[src/rtl/sm_addsub_pipe.sv]
// Two-stage sign-magnitude adder/subtractor with valid/ready flow control,
// overflow saturate/wrap and a saturating overflow event counter.
module sm_addsub_pipe #(
  parameter int WIDTH    = 9,
  parameter bit SATURATE = 1'b1,
  parameter int CNT_W    = 8
) (
  input  logic             clk,
  input  logic             rst_n,
  input  logic             in_valid,
  output logic             in_ready,
  input  logic [WIDTH-1:0] inputA,
  input  logic [WIDTH-1:0] inputB,
  input  logic             op,
  output logic             out_valid,
  input  logic             out_ready,
  output logic [WIDTH-1:0] out,
  output logic             ovf,
  output logic [CNT_W-1:0] ovf_count,
  input  logic             cnt_clr
);
  localparam int MAG = WIDTH - 1;

  logic           s1_valid_q, s1_valid_d;
  logic [MAG-1:0] s1_mag_a_q, s1_mag_a_d;
  logic [MAG-1:0] s1_mag_b_q, s1_mag_b_d;
  logic           s1_sign_a_q, s1_sign_a_d;
  logic           s1_sign_b_q, s1_sign_b_d;

  logic             s2_valid_q, s2_valid_d;
  logic [WIDTH-1:0] s2_out_q, s2_out_d;
  logic             s2_ovf_q, s2_ovf_d;
  logic [CNT_W-1:0] cnt_q, cnt_d;

  logic s2_load, s1_load;
  logic [MAG-1:0] in_mag_a, in_mag_b;
  logic           in_sign_a, in_sign_b;
  logic [MAG:0]   sum;
  logic [MAG-1:0] diff_ab, diff_ba;
  logic [MAG-1:0] res_mag;
  logic           res_sign, res_ovf;

  assign s2_load  = !s2_valid_q || out_ready;
  assign s1_load  = !s1_valid_q || s2_load;
  assign in_ready = s1_load;

  // -0 collapses to +0 here; B's sign is flipped for subtraction after that
  assign in_mag_a  = inputA[MAG-1:0];
  assign in_mag_b  = inputB[MAG-1:0];
  assign in_sign_a = inputA[MAG] & (|in_mag_a);
  assign in_sign_b = (inputB[MAG] ^ op) & (|in_mag_b);

  always_comb begin
    s1_valid_d  = s1_valid_q;
    s1_mag_a_d  = s1_mag_a_q;
    s1_mag_b_d  = s1_mag_b_q;
    s1_sign_a_d = s1_sign_a_q;
    s1_sign_b_d = s1_sign_b_q;
    if (s1_load) begin
      s1_valid_d = in_valid;
      if (in_valid) begin
        s1_mag_a_d  = in_mag_a;
        s1_mag_b_d  = in_mag_b;
        s1_sign_a_d = in_sign_a;
        s1_sign_b_d = in_sign_b;
      end
    end
  end

  assign sum     = {1'b0, s1_mag_a_q} + {1'b0, s1_mag_b_q};
  assign diff_ab = s1_mag_a_q - s1_mag_b_q;
  assign diff_ba = s1_mag_b_q - s1_mag_a_q;

  always_comb begin
    res_mag  = '0;
    res_sign = 1'b0;
    res_ovf  = 1'b0;
    if (s1_sign_a_q == s1_sign_b_q) begin
      res_sign = s1_sign_a_q;
      res_ovf  = sum[MAG];
      res_mag  = sum[MAG-1:0];
      if (sum[MAG] && SATURATE) res_mag = '1;
    end else if (s1_mag_a_q >= s1_mag_b_q) begin
      res_sign = s1_sign_a_q;
      res_mag  = diff_ab;
    end else begin
      res_sign = s1_sign_b_q;
      res_mag  = diff_ba;
    end
  end

  // A zero magnitude (including a wrap to zero) is always presented as +0
  always_comb begin
    s2_valid_d = s2_valid_q;
    s2_out_d   = s2_out_q;
    s2_ovf_d   = s2_ovf_q;
    if (s2_load) begin
      s2_valid_d = s1_valid_q;
      if (s1_valid_q) begin
        s2_out_d = {res_sign & (|res_mag), res_mag};
        s2_ovf_d = res_ovf;
      end
    end
  end

  always_comb begin
    cnt_d = cnt_q;
    if (cnt_clr) begin
      cnt_d = '0;
    end else if (s2_valid_q && out_ready && s2_ovf_q && (cnt_q != {CNT_W{1'b1}})) begin
      cnt_d = cnt_q + 1'b1;
    end
  end

  always_ff @(posedge clk or negedge rst_n) begin
    if (!rst_n) begin
      s1_valid_q  <= 1'b0;
      s1_mag_a_q  <= '0;
      s1_mag_b_q  <= '0;
      s1_sign_a_q <= 1'b0;
      s1_sign_b_q <= 1'b0;
      s2_valid_q  <= 1'b0;
      s2_out_q    <= '0;
      s2_ovf_q    <= 1'b0;
      cnt_q       <= '0;
    end else begin
      s1_valid_q  <= s1_valid_d;
      s1_mag_a_q  <= s1_mag_a_d;
      s1_mag_b_q  <= s1_mag_b_d;
      s1_sign_a_q <= s1_sign_a_d;
      s1_sign_b_q <= s1_sign_b_d;
      s2_valid_q  <= s2_valid_d;
      s2_out_q    <= s2_out_d;
      s2_ovf_q    <= s2_ovf_d;
      cnt_q       <= cnt_d;
    end
  end

  assign out_valid = s2_valid_q;
  assign out       = s2_out_q;
  assign ovf       = s2_ovf_q;
  assign ovf_count = cnt_q;
endmodule

[config.mk]
export PLATFORM = sky130hd
export DESIGN_NAME = sm_addsub_pipe
export DESIGN_NICKNAME = d
export VERILOG_FILES = /design/src/rtl/sm_addsub_pipe.sv
export SDC_FILE = /design/constraint.sdc
export NUM_CORES = 1
export LEC_CHECK = 0
export ABC_AREA = 0
export CAP_MARGIN = 20
export CORE_ASPECT_RATIO = 0.7
export CORE_UTILIZATION = 45
export CTS_BUF_LIST = sky130_fd_sc_hd__clkbuf_4
export DETAILED_ROUTE_END_ITERATION = 8
export GPL_ROUTABILITY_DRIVEN = 0
export PLACE_DENSITY = 0.81
export SETUP_SLACK_MARGIN = 0.1
export SLEW_MARGIN = 30
export SYNTH_ARGS = -nofsm -noshare
export SYNTH_HDL_FRONTEND = slang
export SYNTH_SLANG_ARGS = --single-unit
[constraint.sdc]
create_clock -name clk -period 6.5 [get_ports clk]
set_input_delay 1.3 -clock clk [delete_from_list [all_inputs] [get_ports clk]]
set_output_delay 1.3 -clock clk [all_outputs]
set_load 0.05 [all_outputs]
==> results.json, run 1 <==
{
  "outcome": "finished, final reports clean",
  "report.final.slew_viol_count": 0,
  "fp-row-count": 23,
  "ys.flop_type": "dfrtp_1",
  "max_freq_ghz": 0.246,
  "die_h_um": 67.5,
  "max_slew_margin": 0.434,
  "vdd_ir_drop_max_mv": 0.129,
  "antenna_found_initial": 0,
  "finalCritPeriodShare": 0.625,
  "yosysTopAreaCellShare": 0.345,
  "syn_area_per_cell_um2": 9.22,
  "worst_ep_required_time_ns": 5.20,
  "portBuffers": 43,
  "overflow": 0,
  "layout_min_cycle_time_ns": 4.06,
  "yosys.area.top_type": "dfrtp_1",
  "fin_nets": 391,
  "path_max_fanout": 3,
  "drive_gt1_frac": 0.103,
  "yosys_warnings": 0,
  "worst_slew_pin_slew_ns": 0.846,
  "post_drt_wl_per_cell_um": 15.1,
  "ys_top_cells_by_area": "dfrtp_1, ha_1, mux2_2, nand2_1, o21ai_0",
  "syn_to_final_growth_pct": 19.0,
  "finalSetupViolations": 0,
  "drt_iter0_markers": 188,
  "cts_setup_buffers": 0,
  "initial_core_util": 0.474,
  "hold_viol": 0,
  "seq_area_frac_synth": 0.345,
  "worstHoldPathType": "reg2reg",
  "holdBufCountCts": 0,
  "grt_max_degree": 39,
  "core_area_um2": 5810,
  "ios": 44,
  "path_clk_slew_ns": 0.12,
  "hpwlAfterDp_um": 4980,
  "syn_inst": 299,
  "final.setup.tns_ns": 0,
  "cts_tree": "done",
  "ctsRootBufferMaster": "clkbuf_4",
  "r2r_cells": 10,
  "vias": 2359,
  "synth-edff-count": 0,
  "hold_depth": 2,
  "skew_ns": 0.00795,
  "synth.distinct_cells": 56,
  "drv_cap": 0,
  "drc": 0,
  "worstPathArrival_ns": 2.76,
  "cts-resized-gates": 0,
  "die_w_um": 95.6,
  "crit_type": "in2out",
  "cts_buffers": 5,
  "synth_fp_nets": 351,
  "total_power_uw": 1030,
  "grt_pass1_vias": 2183,
  "start_kind": "input pin",
  "ant_nets": 0,
  "grt_pass1_wl_um": 10700,
  "async_flop_share": 1.00,
  "synthTopCellsByCount": "dfrtp_1, nand2_1, ha_1",
  "p_leak_uw": 0.00144,
  "cts_buffer_depth": 2,
  "routed_wl_um": 6270,
  "rsz0062_at_grt": "false",
  "grt.total_usage": 0.220,
  "cp-end-kind": "output pin",
  "synth_area_um2": 2760,
  "cts_htree_levels": 2,
  "synth-seq-cells": 38,
  "avgViaCountPerCell": 5.68,
  "power_density_nw_per_um2": 314,
  "antennaDiodeCount": 0,
  "die-area_um2": 6450,
  "dr.pass1.iters": 4,
  "yosysMostFrequentCell": "dfrtp_1",
  "clock-sinks": 38,
  "clk_latency_ns": 0.35
}
-- metrics by stage --
stage	cell area, um2	instances	util	hold WS, ns	worst slack, ns
final	3280	415	0.564	0.499	2.44
after global routing	3280	415	0.564	0.541	2.41
after CTS	3280	415	0.564	0.506	2.44
after detailed placement	3230	407	0.555	0.479	2.44
after global placement	3230	407	0.555	0.461	2.46
after floorplan	2760	299	-	0.480	3.41
-- report_power, final --
group / internal (uW) / total (uW) / switching [uW] / leakage, uW
Sequential: 282 / 323 / 40.9 / 0.000463
Clock: 40.2 / 123 / 82.4 / 0.0000286
Combinational: 229 / 586 / 357 / 0.000949
Total: 552 / 1030 / 480 / 0.00144
-- cell families after synthesis --
group	after synthesis	share of synthesized area
fa+ha+maj	28	0.135
mux	21	0.0848
xor+xnor	10	0.0318
compound gates	75	0.180
flops	38	0.345
buf+inv	31	0.0476
simple gates	96	0.176
-- per-layer routing --
layer / global-route usage / vias to the layer above / wire length, um / share of wire
met5: 0 / - / 0 / 0
li1: - / 1142 / - / -
met2: 0.312 / 96 / 2600 / 0.42
met3: 0.0529 / 11 / 445 / 0.071
met1: 0.324 / 1110 / 3110 / 0.50
met4: 0.0765 / 0 / 112 / 0.018
-- final timing paths --
path	slack, ns	from	endpoint
worst max-delay path	2.44	out_ready	in_ready
worst min-delay path	0.50	out[5]	out[5]
worst max register to register	3.52	s1_mag_a_q[0]	out[8]
worst min register to register	0.50	out[5]	out[5]
max in group asynchronous	4.95	rst_n	s1_mag_a_q[7]
min in group asynchronous	1.03	rst_n	out[5]
-- placed cells by master (no fill, tap or decap), types with 2 or more instances in the layout --
cell type and count:
a211oi_1 3, a21o_1 3, a21oi_1 16, a221o_1 2, a31oi_1 3, and3_1 3, clkbuf_4 5, clkdlybuf4s50_1 42
dfrtp_1 38, fa_1 3, ha_1 25, inv_1 20, mux2_2 19, mux2i_1 2, nand2_1 27, nand2b_1 8
nand3_1 5, nand3b_1 2, nand4_1 5, nor2_1 23, nor2b_1 3, nor3_1 7, nor4_1 2, o21a_1 5
o21ai_0 18, o21ai_1 3, o22ai_1 4, o41ai_1 2, or3_1 4, or4_1 2, xnor2_1 5, xor2_1 5
-- critical path, stage by stage --
cell             delay [ns]
clkdlybuf4s50_1        0.48
nand3b_1               0.16
clkdlybuf4s50_1        0.82
-- state kept, by name, indices dropped and copies added (netlist names) --
signal	cells
s1_mag_b_q	8
ovf	1
s1_sign_a_q	1
s1_mag_a_q	8
out	9
out_valid	1
s1_sign_b_q	1
ovf_count	8
s1_valid_q	1
-- cell type report --
cell class                      instances  area, um2
Clock buffer                            5       37.5
Clock inverter                          3       16.3
Fill cell                             520       2530
Inverter                               21       81.3
Multi-Input combinational cell        230       1680
Sequential cell                        38        951
Tap cell                               75       93.8
Timing Repair Buffer                   43        425
No activity file was read; power rests on OpenSTA's default activity.
==> run 2: changes to the inputs <==
Clock period 6.5 ns to 3.85 ns, I/O delays scaled along.
==> run 2 against run 1 <==
- register-to-register slack lost 2.5 ns
- first-iteration DRC count grew 13%
- sequential cell count unchanged
- via count increased by 0.97%
- wire length fell by 2.6%
- utilization about the same
- hold slack worse by 0.14 ns
- combinational power rose by 69%
- design area barely moved
- sequential share of layout area about the same
- critical path depth is the same
- final cell count stayed put
- critical endpoint unchanged
==> results.json, run 2 (synthesized netlist as in run 1, its figures left out) <==
{
  "core_area_um2": 5810,
  "post_drt_wl_per_cell_um": 14.7,
  "largest_reg_flops": 9,
  "antennaDiodeCount": 0,
  "total_power_uw": 1730,
  "p_sw_uw": 801,
  "fill_cells": 527,
  "vdd_ir_drop_max_mv": 0.187,
  "die-area_um2": 6450,
  "max_freq_ghz": 0.332,
  "pwr-share-comb": 0.571,
  "power_density_nw_per_um2": 528,
  "p_seq_frac": 0.314,
  "cts_buffers": 5,
  "ios": 44,
  "clk_latency_ns": 0.34,
  "report.final.slew_viol_count": 0,
  "grt_pass1_vias": 2109,
  "crit_type": "in2out",
  "ctsRootBufferMaster": "clkbuf_4",
  "p_int_uw": 932,
  "syn_to_final_growth_pct": 19.1,
  "p_sw_frac": 0.462,
  "seq_area_um2": 951,
  "layout_min_cycle_time_ns": 3.01,
  "die_w_um": 95.6,
  "dr.pass1.iters": 7,
  "cts_setup_buffers": 0,
  "initial_core_util": 0.474,
  "drc": 0,
  "clkPwrFrac": 0.115,
  "p_leak_uw": 0.00144,
  "finalCritPeriodShare": 0.783,
  "multi_input_area_um2": 1680,
  "hold_viol": 0,
  "setup_ws_ns": 0.835,
  "path_max_fanout": 3,
  "overflow": 0,
  "cp-end-kind": "output pin",
  "hpwlAfterDp_um": 4900,
  "antenna_found_initial": 0,
  "cts_buffer_depth": 2,
  "layout.cells.most_common_list": "clkdlybuf4s50_1, dfrtp_1, nand2_1",
  "worst_ep_required_time_ns": 3.08,
  "die_h_um": 67.5,
  "routed_wl_um": 6110,
  "start_kind": "input pin",
  "grt_max_degree": 39,
  "fp-row-count": 23,
  "skew_ns": 0.0120,
  "cts_tree": "done",
  "fin_nets": 391,
  "finalSetupViolations": 0,
  "grt.total_usage": 0.206,
  "portBuffers": 43,
  "path_clk_slew_ns": 0.12,
  "drt_iter0_markers": 212,
  "worstPathArrival_ns": 2.24,
  "layout_commonest_cell": "clkdlybuf4s50_1",
  "cts_htree_levels": 2,
  "final.setup.tns_ns": 0,
  "holdBufCountCts": 0,
  "avgViaCountPerCell": 5.74,
  "rsz0062_at_grt": "false",
  "cts-resized-gates": 0,
  "drive_gt1_frac": 0.103,
  "drv_cap": 0,
  "ant_nets": 0,
  "outcome": "finished, final reports clean",
  "dp_slack_ns": 0.833,
  "worst_slew_pin_slew_ns": 0.837,
  "vias": 2382,
  "clock-sinks": 38,
  "grt_pass1_wl_um": 10200,
  "max_slew_margin": 0.440,
  "worstHoldPathType": "in2async"
}
[run 2: worst paths after layout]
check                               from             to  slack (ns)  depth (start not counted)
setup / recovery               out_ready       in_ready        0.84                          3
hold / removal                     rst_n         out[0]        0.36                          1
setup reg to reg           s1_mag_a_q[0]         out[8]        1.00                         10
hold reg to reg                   out[6]         out[6]        0.49                          2
max in group asynchronous          rst_n  s1_mag_b_q[2]        3.15                          1
min in group clk                  out[6]         out[6]        0.49                          2
[run 2: area by class of cell]
class                           instances  share of cell area
Inverter                               21              0.0248
Sequential cell                        38               0.290
Multi-Input combinational cell        230               0.510
Timing Repair Buffer                   43               0.130
Tap cell                               75              0.0286
Clock inverter                          3             0.00495
Clock buffer                            5              0.0114
[run 2: layer usage]
metal,routed length [um],vias up,track usage
li1,-,1143,-
met1,2980,1119,0.320
met2,2550,111,0.297
met3,527,9,0.0417
met4,52,0,0.0336
met5,0,-,0
[run 2: critical path, cell delays in order]
cell and delay, ns:
clkdlybuf4s50_1 0.49, nand3b_1 0.16, clkdlybuf4s50_1 0.82
[run 2: power groups by stage]
stage                     Combinational, uW  Sequential, uW  Clock [uW]
after floorplan                         549             713           0
after global placement                  955             547           0
after detailed placement                975             555           0
after CTS                               979             546         210
after global routing                   1080             557         227
final                                   990             544         199
[run 2: stage by stage]
step	hold WS, ns	cells	utilization	instance area (um2)
final	0.362	415	0.565	3280
after global routing	0.393	415	0.565	3280
after CTS	0.495	415	0.564	3280
after detailed placement	0.470	407	0.555	3230
after global placement	0.460	407	0.555	3230
after floorplan	0.474	299	-	2760
==> run 3: changes to the inputs <==
Settings changed: PLACE_DENSITY 0.81 to 0.84.
Clock period 3.85 ns to 2.5 ns, I/O delays scaled along.
==> run 3 against run 2 <==
- the run now ends with setup timing left
- utilization increased by 11 points
- register-to-register slack got worse by 1.1 ns
- worst setup slack got worse by 0.97 ns
- power is 94% higher
- wire length rose by 25%
- clock power grew 120%
- hold slack worse by 0.15 ns
- first-iteration DRC count up 28%
- die area unchanged
==> results.json, run 3 (synthesized netlist as in run 1, its figures left out) <==
{
  "initial_core_util": 0.474,
  "worst_ep_required_time_ns": 2.74,
  "holdBufCountCts": 0,
  "power_density_nw_per_um2": 863,
  "finalSetupViolations": 3,
  "worstHoldPathType": "in2async",
  "fp-row-count": 23,
  "layout.cells.most_common_list": "buf_4, clkdlybuf4s50_1, dfrtp_1",
  "cts_htree_levels": 2,
  "cts_tree": "done",
  "die_h_um": 67.5,
  "overflow": 0,
  "syn_to_final_growth_pct": 41.3,
  "drc": 0,
  "cp-end-kind": "register",
  "vdd_ir_drop_max_mv": 0.378,
  "p_leak_uw": 0.00174,
  "drv_cap": 0,
  "clk_latency_ns": 0.36,
  "r2r_start": "s1_mag_b_q[0]",
  "antennaDiodeCount": 0,
  "core_area_um2": 5810,
  "grt_pass1_wl_um": 11500,
  "setup_ws_ns": -0.132,
  "dr.pass1.iters": 7,
  "post_drt_wl_per_cell_um": 16.4,
  "vias": 2671,
  "report.final.slew_viol_count": 0,
  "path_max_fanout": 5,
  "crit_type": "reg2reg",
  "largest_reg_flops": 9,
  "avgViaCountPerCell": 5.72,
  "ios": 44,
  "cts_buffers": 5,
  "rsz0062_at_grt": "true",
  "drive_gt1_frac": 0.293,
  "antenna_found_initial": 0,
  "hold_viol": 0,
  "drt_iter0_markers": 272,
  "final_cells": 467,
  "r2r_setup_slack_ns": -0.13,
  "layout_commonest_cell": "buf_4",
  "ant_nets": 0,
  "r2r_cells": 10,
  "cts_buffer_depth": 2,
  "die_w_um": 95.6,
  "die-area_um2": 6450,
  "hpwlAfterDp_um": 5620,
  "place_inst": 448,
  "clock-sinks": 38,
  "violations": "setup timing",
  "max_freq_ghz": 0.380,
  "path_clk_slew_ns": 0.12,
  "worstPathArrival_ns": 2.87,
  "portBuffers": 43,
  "utilization": 0.670,
  "outcome": "complete, but fails checks",
  "grt_pass1_vias": 2338,
  "finalCritPeriodShare": 1.05,
  "regToRegEndpoint": "out[8]",
  "ctsRootBufferMaster": "clkbuf_4",
  "layout_min_cycle_time_ns": 2.63,
  "max_slew_margin": 0.442,
  "grt.total_usage": 0.239,
  "fin_nets": 443,
  "start_kind": "register",
  "skew_ns": 0.0116,
  "routed_wl_um": 7650,
  "grt_max_degree": 39,
  "worst_slew_pin_slew_ns": 0.837
}
## run 3: worst max path at each step
stage / startpoint / endpoint / slack (ns) / cells past startpoint
final: s1_mag_b_q[0] / out[8] / -0.13 / 10
after global routing: s1_mag_b_q[0] / out[8] / -0.23 / 10
after CTS: s1_mag_b_q[0] / out[8] / -0.13 / 10
after detailed placement: s1_mag_a_q[0] / out[8] / -0.19 / 12
after global placement: s1_mag_b_q[0] / out[8] / -0.0002 / 10
after floorplan: s1_mag_b_q[0] / out[8] / 0.03 / 10
## run 3: cell type report
cell class | instances | area [um2]
fill | 440 | 1920
multi-input combinational | 230 | 1850
sequential | 38 | 951
timing repair buffer | 95 | 841
tap | 75 | 93.8
inverter | 21 | 81.3
clock buffer | 7 | 52.6
clock inverter | 1 | 30.0
## run 3: timing repair
item                       CTS  global route
setup buffers                4             7
gates resized for setup      4            34
setup endpoints to repair    6             8
pin swaps                    6             8
## run 3: metal layers
layer	track usage	vias up	share of wire
met2	0.358	138	0.46
met3	0.0586	25	0.074
met5	0	-	0
met4	0.0485	0	0.020
met1	0.350	1257	0.45
li1	-	1251	-
## run 3: through the flow
stage          area (um2)  hold WS (ns)  total power, uW  worst slack [ns]  setup TNS [ns]
2_1_floorplan        2770         0.204             1950            0.0309               0
3_3_place_gp         3560         0.463             2540         -0.000153       -0.000153
3_5_place_dp         3560         0.470             2600            -0.192          -0.234
4_1_cts              3690         0.268             3110            -0.126          -0.284
5_1_grt              3900         0.286             3570            -0.229          -0.686
6_report             3900         0.215             3360            -0.132          -0.256
## run 3: critical path, stage by stage (launching register included)
cell	delay, ns
dfrtp_1	0.42
ha_2	0.22
fa_2	0.36
nor2b_4	0.14
o21a_1	0.20
o21a_1	0.21
or3_4	0.39
o221ai_2	0.18
nand2_1	0.09
and4bb_1	0.24
a31oi_1	0.07
## run 3: where the power goes
| part | switching, uW | internal [uW] | leakage (uW) | total [uW] |
|---|---|---|---|---|
| Clock | 213 | 234 | 0.0000463 | 447 |
| Combinational | 1150 | 943 | 0.00123 | 2090 |
| Sequential | 92.7 | 733 | 0.000463 | 826 |
